### src/rtl/timer_pkg.sv
// Shared FSM state and mode encodings for the programmable interval timer.
package timer_pkg;
  localparam logic [0:0] S_IDLE        = 1'b0;
  localparam logic [0:0] S_RUN         = 1'b1;
  localparam logic       MODE_ONESHOT  = 1'b0;
  localparam logic       MODE_PERIODIC = 1'b1;
endpackage

### src/rtl/tick_prescaler.sv
// Divides clk into one-cycle base ticks every TICK_DIV enabled cycles.
// Tick is combinational on the wrap cycle; clear restarts the phase at 0.
module tick_prescaler #(
  parameter int TICK_DIV = 5_000_000
) (
  input  logic clk,
  input  logic rst,
  input  logic clear,
  input  logic enable,
  output logic tick
);
  import timer_pkg::*;

  localparam int PW = $clog2(TICK_DIV);
  localparam logic [PW-1:0] LAST = PW'(TICK_DIV - 1);

  logic [PW-1:0] cnt;

  assign tick = enable && (cnt == LAST);

  always_ff @(posedge clk) begin
    if (rst || clear) begin
      cnt <= '0;
    end else if (enable) begin
      cnt <= (cnt == LAST) ? '0 : cnt + PW'(1);
    end
  end
endmodule

### src/rtl/prog_interval_timer.sv
// Programmable interval timer: one-shot or periodic, with pause, abort and restart.
// First timeout is high the cycle after edge E0 + period*TICK_DIV; no backpressure.
module prog_interval_timer #(
  parameter int TICK_DIV = 5_000_000,
  parameter int CNT_W    = 8
) (
  input  logic             clk,
  input  logic             rst,
  input  logic             enable,
  input  logic             start,
  input  logic             stop,
  input  logic             mode,
  input  logic [CNT_W-1:0] period,
  output logic             timeout,
  output logic             busy,
  output logic [CNT_W-1:0] remaining
);
  import timer_pkg::*;

  logic [0:0]       state;
  logic [CNT_W-1:0] period_q;
  logic             mode_q;
  logic             start_ok;
  logic             stop_ok;
  logic             tick;
  logic             running;

  assign running  = (state == S_RUN);
  assign start_ok = start && (period != '0);
  assign stop_ok  = stop && running;
  assign busy     = running;

  tick_prescaler #(.TICK_DIV(TICK_DIV)) u_prescaler (
    .clk   (clk),
    .rst   (rst),
    .clear (start_ok || stop_ok),
    .enable(enable && running),
    .tick  (tick)
  );

  // Stop outranks start, and both outrank a terminal tick, so a
  // coinciding start/stop silently swallows that interval's pulse.
  always_ff @(posedge clk) begin
    if (rst) begin
      state     <= S_IDLE;
      remaining <= '0;
      period_q  <= '0;
      mode_q    <= MODE_ONESHOT;
      timeout   <= 1'b0;
    end else begin
      timeout <= 1'b0;
      if (stop_ok) begin
        state     <= S_IDLE;
        remaining <= '0;
      end else if (start_ok) begin
        state     <= S_RUN;
        remaining <= period;
        period_q  <= period;
        mode_q    <= mode;
      end else if (running && tick) begin
        if (remaining <= CNT_W'(1)) begin
          timeout <= 1'b1;
          if (mode_q == MODE_PERIODIC) begin
            remaining <= period_q;
          end else begin
            state     <= S_IDLE;
            remaining <= '0;
          end
        end else begin
          remaining <= remaining - CNT_W'(1);
        end
      end
    end
  end
endmodule

### config.mk
export PLATFORM = sky130hd
export DESIGN_NAME = prog_interval_timer
export DESIGN_NICKNAME = d
export VERILOG_FILES = /design/src/rtl/timer_pkg.sv /design/src/rtl/tick_prescaler.sv /design/src/rtl/prog_interval_timer.sv
export SDC_FILE = /design/constraint.sdc
export NUM_CORES = 1
export LEC_CHECK = 0
export ABC_AREA = 1
export CAP_MARGIN = 25
export CORE_MARGIN = 1
export CORE_UTILIZATION = 30
export CTS_CLUSTER_DIAMETER = 120
export DETAILED_ROUTE_END_ITERATION = 16
export PLACE_DENSITY_LB_ADDON = 0.25
export SYNTH_ARGS = -nofsm -noshare
export SYNTH_HDL_FRONTEND = slang
export SYNTH_SLANG_ARGS = --single-unit
### constraint.sdc
create_clock -name clk -period 1.47 [get_ports clk]
set_input_delay 0.441 -clock clk [delete_from_list [all_inputs] [get_ports clk]]
set_output_delay 0.441 -clock clk [all_outputs]
set_load 0.02 [all_outputs]
Word level (Yosys, flattened, before mapping)
Cells that the tools add are included.
{"block": "word_totals", "out_inout_bits": 10, "elab_cells": 37, "input_bits": 14, "reg_bits": 42}
{"block": "op_classes", "eq_ne": 2, "mux": 10, "add_sub_neg": 2, "reduce_logical": 14, "magnitude_cmp": 1, "bitwise_logic": 2}
{"op": "two-way mux 8 bit", "n": 4}
{"op": "adder 23 x 1 -> 23 bit, second input constant", "n": 1}
{"op": "equality test 23 bit, second input constant", "n": 1}
{"op": "two-way mux 23 bit", "n": 1}
{"op": "<= comparator 8 x 1 -> 1 bit, second input constant", "n": 1}
{"op": "nonzero test 8 bit", "n": 1}
{"op": "subtractor 8 x 1 -> 8 bit, second input constant", "n": 1}
{"op": "logical AND 1 bit", "n": 5}
{"op": "two-way mux 1 bit", "n": 5}
{"op": "nonzero test 2 bit", "n": 2}
{"op": "OR reduction 4 bit", "n": 1}
{"op": "AND reduction 3 bit", "n": 1}
{"op": "logical OR 1 bit", "n": 2}
{"op": "inequality test 2 x 1 -> 1 bit, second input constant", "n": 1}
{"op": "inverter 1 bit", "n": 2}
{"op": "AND reduction 2 bit", "n": 1}
{"op": "OR reduction 2 bit", "n": 1}

Logic depth before layout (Yosys ltp)
Gate-level depths: netlist of the first run.
{"block": "logic_depth", "depth_word": 5, "ltp_mapped": 11, "depth_no_buf": 11}

Cells and area by module
Synthesis of the first run repeated with hierarchy kept, for this count alone.
{"block": "hier_totals", "cells_unflattened": 410, "hier_area_um2": 2612.5}
{"module": "tick_prescaler", "n_inst": 1, "area_each_um2": 1307.5, "cells_each": 208}
{"module": "prog_interval_timer", "n_inst": 1, "area_each_um2": 1305.0, "cells_each": 202}

Worst setup path before layout of the first run
No wires, ideal clock.
{"block": "synth_path", "kind": "flip-flop to flip-flop", "from": "reg remaining[0]", "to": "reg remaining[2]", "period_less_slack_ns": 1.625, "required_time_ns": 1.357, "setup_ns": 0.113, "slack_ns": -0.155, "path_stages_with_launch": 10, "n_path_buf": 0, "t_arrival_ns": 1.512, "path_cell_list": "dfxtp_1 inv_1 ha_1 or2_2 nand4_2 nor2_1 nand2_1 nand3_1 nand3_1 nand2_1"}
{"block": "synth_between", "elab_chain_len": 4, "word_cells_on_any_way": 5}
{"element": "start: declaration", "line_no": "prog_interval_timer.sv:16", "source": "output logic [CNT_W-1:0] remaining"}
{"element": "start signal: assignment", "line_no": "prog_interval_timer.sv:57", "source": "remaining <= period;"}
{"element": "start signal: assignment", "line_no": "prog_interval_timer.sv:64", "source": "remaining <= period_q;"}
{"element": "start signal: assignment", "line_no": "prog_interval_timer.sv:70", "source": "remaining <= remaining - CNT_W'(1);"}
{"element": "subtractor 8 x 1 -> 8 bit or <= comparator 8 x 1 -> 1 bit (tied branches)", "line_no": "prog_interval_timer.sv:70, prog_interval_timer.sv:61"}
{"element": "two-way mux 8 bit *", "line_no": "prog_interval_timer.sv:61", "source": "if (remaining <= CNT_W'(1)) begin"}
{"element": "two-way mux 8 bit *", "line_no": "prog_interval_timer.sv:60", "source": "end else if (running && tick) begin"}
{"element": "two-way mux 8 bit *", "line_no": "prog_interval_timer.sv:55", "source": "end else if (start_ok) begin"}
Mark *: on every way between the ends. The rest lies on a longest branch, timed or not. The select of a mux whose other input is x is not followed.
A chain may end at the register's enable or synchronous reset.

Final worst setup path of the first run
{"block": "layout_path", "from": "reg remaining[1]", "to": "reg state, in the netlist busy"}
{"block": "layout_between", "elab_chain_len": 3}
{"element": "<= comparator 8 x 1 -> 1 bit", "line_no": "prog_interval_timer.sv:61"}
{"element": "nonzero test 2 bit (no source line)"}
{"element": "AND reduction 3 bit (no source line)"}
{"element": "end signal: assignment", "line_no": "prog_interval_timer.sv:53", "source": "state <= S_IDLE;"}
{"element": "end signal: assignment", "line_no": "prog_interval_timer.sv:56", "source": "state <= S_RUN;"}
{"element": "end signal: assignment", "line_no": "prog_interval_timer.sv:66", "source": "state <= S_IDLE;"}
{"element": "end: declaration", "line_no": "prog_interval_timer.sv:20", "source": "logic [0:0] state;"}
No other way between the ends.

==> impl_metrics.tcl, run 1 <==
set metrics [dict create \
    min-delay-path-class "reg -> reg" \
    finalWeightedCongestion 0.876 \
    floorplan.die_area_sq_mm 0.00869 \
    boundaryPins 24 \
    cts.sinks 42 \
    hold_viol_final 0 \
    synthDistinctLibCells 34 \
    postSynthCellCount 374 \
    routed_via_density 4.58 \
    dr.pass1.iters 4 \
    cts_root_buffer "sky130_fd_sc_hd__clkbuf_8" \
    drt.antenna.violating_nets 0 \
    average_routed_wire_per_standard_cell_um 12.1 \
    vias_in_the_first_global_route 2355 \
    layout.cells.non_filler 569 \
    cts.clk_slew.worst_paths_ps 90 \
    min_period_over_period_pct 102 \
    min_delay_path_depth 2 \
    post-layout-total-power_uw 2790 \
    critPathKind "reg -> reg" \
    cts-buffers-inserted 5 \
    synth_area_sq_mm 0.00250 \
    track_usage_pct 15.7 \
    leakage_component_of_the_power_uw 0.00167 \
    grt_remaining_overflow 0 \
    power.density_cell_area_mw_per_mm2 752 \
    utilization_pct 47.1 \
    final.min_clock_period_ps 1490 \
    cp_data_arrival_time_ps 1690 \
    timing.critical_path.to_type "flip-flop" \
    skew_ps 12.7 \
    synthesis.nets 391 \
    max_slew_margin_pct 80.4 \
    netSwitchingFraction_pct 29.7 \
    largest_fanout_on_the_critical_path 7 \
    postRouteWirelength_mm 6.88 \
    timing_max_transition_violations_final 0 \
    number_of_levels_the_h_tree_was_split_into 2 \
    power_report.internal_total_uw 1960 \
    finalWorstSetupSlack_ps -23.7 \
    worstSkewPairLatency_ps 300 \
    setup.worst_path.start_class "flip-flop" \
    grt_setup_unrepaired "true" \
    worst_path_largest_cell_delay_ps 350 \
    drc 0 \
    timing.critical_path.slowest_stage_cell "sky130_fd_sc_hd__dfxtp_4" \
    fin_hold_ws_ps 470 \
    reg2reg_setup_slack_ps -20 \
    placed_cells_incl_taps 550 \
    maximum_number_of_pins_on_one_net_before_global_route_repair 13 \
    initial_utilization_pct 31.6 \
    post_route_cells_drive_above_1_share_pct 37.5 \
    timing.final.setup_violations 6 \
    synth_warnings 0 \
    max_slew.worst_pin.slew_ps 293 \
    dp.final_hpwl_mm 4.93 \
    sequential_share_of_power_pct 43.2 \
    cap_violations 0 \
    initialDrtViolationCount 75 \
    seq_area_frac_synth_pct 33.7 \
    power_frac_comb_pct 24.9 \
    postSynthAreaPerCell_sq_um 6.67 \
    placement_rows 32 \
    run_status "finished, violations left" \
    nNetsFinal 484 \
    initial_antenna_violation_count 0 \
    crit_path_cell_trace "inv_4 > ha_4 > or2_4 > nand2_4 > nor2_4 > buf_6 > nand4_1 > nand2_1 > a21oi_2" \
    cts_tree "yes" \
    grt_first_pass_wirelength_mm 10.7 \
    place.port_buffers 23 \
    clock_power_share_pct 31.9 \
    dieWidth_um 93.2 \
    p_sw_uw 828 \
    required_ps 1660 \
    num_antenna_cells 0 \
    layout-area-overhead-vs-synth_pct 48.8 \
    worst_r2r_path_depth 9 \
    clock.fmax_ghz 0.669 \
    synth-seq-cells 42 \
    fp.dieH_um 93.2 \
    failing_checks "negative setup slack" \
    vdd_drop_max_uv 375 \
    max-clock-path-buffers 2 \
    coreArea_sq_mm 0.00789 \
    routed-via-count 2604 \
]
[synthesized netlist by cell type]
cell type                  instances  area, sq um
sky130_fd_sc_hd__nand3_4           1         17.5
sky130_fd_sc_hd__o21ai_1           2         10.0
sky130_fd_sc_hd__nor3b_1           2         15.0
sky130_fd_sc_hd__nor3_2            2         20.0
sky130_fd_sc_hd__dfxtp_1          42          841
sky130_fd_sc_hd__nand2_4           1         11.3
sky130_fd_sc_hd__nor2_1           64          240
sky130_fd_sc_hd__xor2_1            6         52.6
sky130_fd_sc_hd__nand4_2           2         25.0
sky130_fd_sc_hd__nor2_2            7         43.8
sky130_fd_sc_hd__inv_4             1         6.26
sky130_fd_sc_hd__o21ai_4           1         16.3
sky130_fd_sc_hd__ha_1              3         37.5
sky130_fd_sc_hd__buf_2             2         10.0
sky130_fd_sc_hd__nor3_1            4         20.0
sky130_fd_sc_hd__xnor2_1           4         35.0
sky130_fd_sc_hd__nand3_2           2         20.0
sky130_fd_sc_hd__nand2_1          88          330
sky130_fd_sc_hd__nand3b_1          1         7.51
sky130_fd_sc_hd__o21ai_2           2         17.5
sky130_fd_sc_hd__nand3_1          36          180
sky130_fd_sc_hd__inv_2             2         7.51
sky130_fd_sc_hd__o21ai_0           6         30.0
sky130_fd_sc_hd__nor2_4            3         33.8
sky130_fd_sc_hd__buf_4             2         15.0
sky130_fd_sc_hd__bufinv_8          1         17.5
sky130_fd_sc_hd__inv_1            45          169
sky130_fd_sc_hd__buf_6             3         33.8
sky130_fd_sc_hd__nor4_2            1         12.5
sky130_fd_sc_hd__nand2_2           6         37.5
sky130_fd_sc_hd__or2_2             4         25.0
sky130_fd_sc_hd__a21oi_1          15         75.1
sky130_fd_sc_hd__o21bai_1          1         7.51
sky130_fd_sc_hd__nand4_1          12         75.1
[metal layers]
metal	wire (um)	track usage, %	part of all wire [%]	up-vias
met2	3300	26.2	48	38
met4	86	4.62	1.3	0
met3	156	1.95	2.3	9
li1	-	-	-	1370
met5	0	0	0	-
met1	3330	21.0	48	1187
[state kept, by name, indices dropped and copies added (netlist names)]
signal and count:
u_prescaler.cnt 23, period_q 8, busy 1, timeout 1, remaining 8, mode_q 1
[power groups by stage]
stage	clock, uW	sequential [uW]	combinational [uW]
floorplan	0	1260	306
global placement	0	1230	596
detailed placement	0	1230	599
CTS	922	1210	615
global route	959	1210	756
finish	891	1210	694
[stage by stage]
step,setup slack [ps],instance area [sq um],TNS [ps]
2_1_floorplan,2.29,2520,0
3_3_place_gp,-483,3260,-16680
3_5_place_dp,-485,3260,-16630
4_1_cts,0.989,3460,0
5_1_grt,-90.2,3710,-1550
6_report,-23.7,3710,-58.8
[what timing repair did]
action	CTS	global route
setup buffers	6	5
hold buffers	0	0
pin swaps	13	28
setup endpoints to repair	51	47
gates resized for setup	45	77
gates cloned	2	0
[critical path: cells and delay by family (launching register included)]
| family | cells | cell delay, ps |
|---|---|---|
| buf+inv | 2 | 220 |
| flops | 1 | 350 |
| compound gates | 1 | 50 |
| fa+ha+maj | 1 | 130 |
| simple gates | 5 | 650 |
[path summary, 6_finish.rpt]
check                                                   endpoint                             start
worst max register to register                 busy$_SDFFE_PP0P_         remaining[1]$_SDFFE_PP0P_
worst min-delay path            u_prescaler.cnt[11]$_SDFFE_PP0N_  u_prescaler.cnt[11]$_SDFFE_PP0N_
worst min register to register  u_prescaler.cnt[11]$_SDFFE_PP0N_  u_prescaler.cnt[11]$_SDFFE_PP0N_
worst max-delay path                           busy$_SDFFE_PP0P_         remaining[1]$_SDFFE_PP0P_
[placed cells by master, fill, tap and decap left out, types with 3 or more instances in the layout]
cell type                         count
sky130_fd_sc_hd__nor3_2               4
sky130_fd_sc_hd__dfxtp_2              6
sky130_fd_sc_hd__nand2_1             79
sky130_fd_sc_hd__o21ai_2              4
sky130_fd_sc_hd__buf_6                6
sky130_fd_sc_hd__nand2_2              9
sky130_fd_sc_hd__xnor2_1              4
sky130_fd_sc_hd__nor2_2              13
sky130_fd_sc_hd__or2_2                3
sky130_fd_sc_hd__buf_2                3
sky130_fd_sc_hd__xor2_1               6
sky130_fd_sc_hd__a21oi_1             11
sky130_fd_sc_hd__o21ai_0              5
sky130_fd_sc_hd__clkdlybuf4s15_1      3
sky130_fd_sc_hd__nand3_2              4
sky130_fd_sc_hd__ha_4                 3
sky130_fd_sc_hd__inv_1               40
sky130_fd_sc_hd__inv_2                6
sky130_fd_sc_hd__dlygate4sd2_1       10
sky130_fd_sc_hd__nand3_1             32
sky130_fd_sc_hd__buf_4               60
sky130_fd_sc_hd__a21oi_2              3
sky130_fd_sc_hd__clkbuf_2             5
sky130_fd_sc_hd__nor2_4              10
sky130_fd_sc_hd__dfxtp_4              4
sky130_fd_sc_hd__nand3_4              3
sky130_fd_sc_hd__nand4_1             12
sky130_fd_sc_hd__dfxtp_1             32
sky130_fd_sc_hd__clkbuf_8             6
sky130_fd_sc_hd__nor2_1              51
sky130_fd_sc_hd__nand2_4              7
sky130_fd_sc_hd__clkdlybuf4s50_1      3
[cell families (layout without fill, tap and decap cells)]
family | count (synthesis) | in the layout | share of synthesized area, %
adder cells (fa/ha/maj) | 3 | 3 | 1.50
XOR/XNOR | 10 | 10 | 3.51
AO/OA/AOI/OAI | 27 | 27 | 6.27
buffers and inverters | 56 | 149 | 10.4
AND/OR/NAND/NOR | 236 | 236 | 44.7
flip-flops | 42 | 42 | 33.7
[layout make-up]
cell class / count / area (sq um)
timing repair buffer: 92 / 741
timing repair inverter: 1 / 6.26
clock buffer: 7 / 108
sequential: 42 / 863
multi-input combinational: 276 / 1660
fill: 762 / 4170
inverter: 49 / 208
tap: 102 / 128
No activity file was read; power rests on OpenSTA's default activity.
==> run 2: changes to the inputs <==
- CTS_CLUSTER_DIAMETER: 120 -> 200
- GPL_ROUTABILITY_DRIVEN: not set -> 0
==> results of run 2 <==
Same layout as run 1: the final DEF is identical, and so are final timing and power.
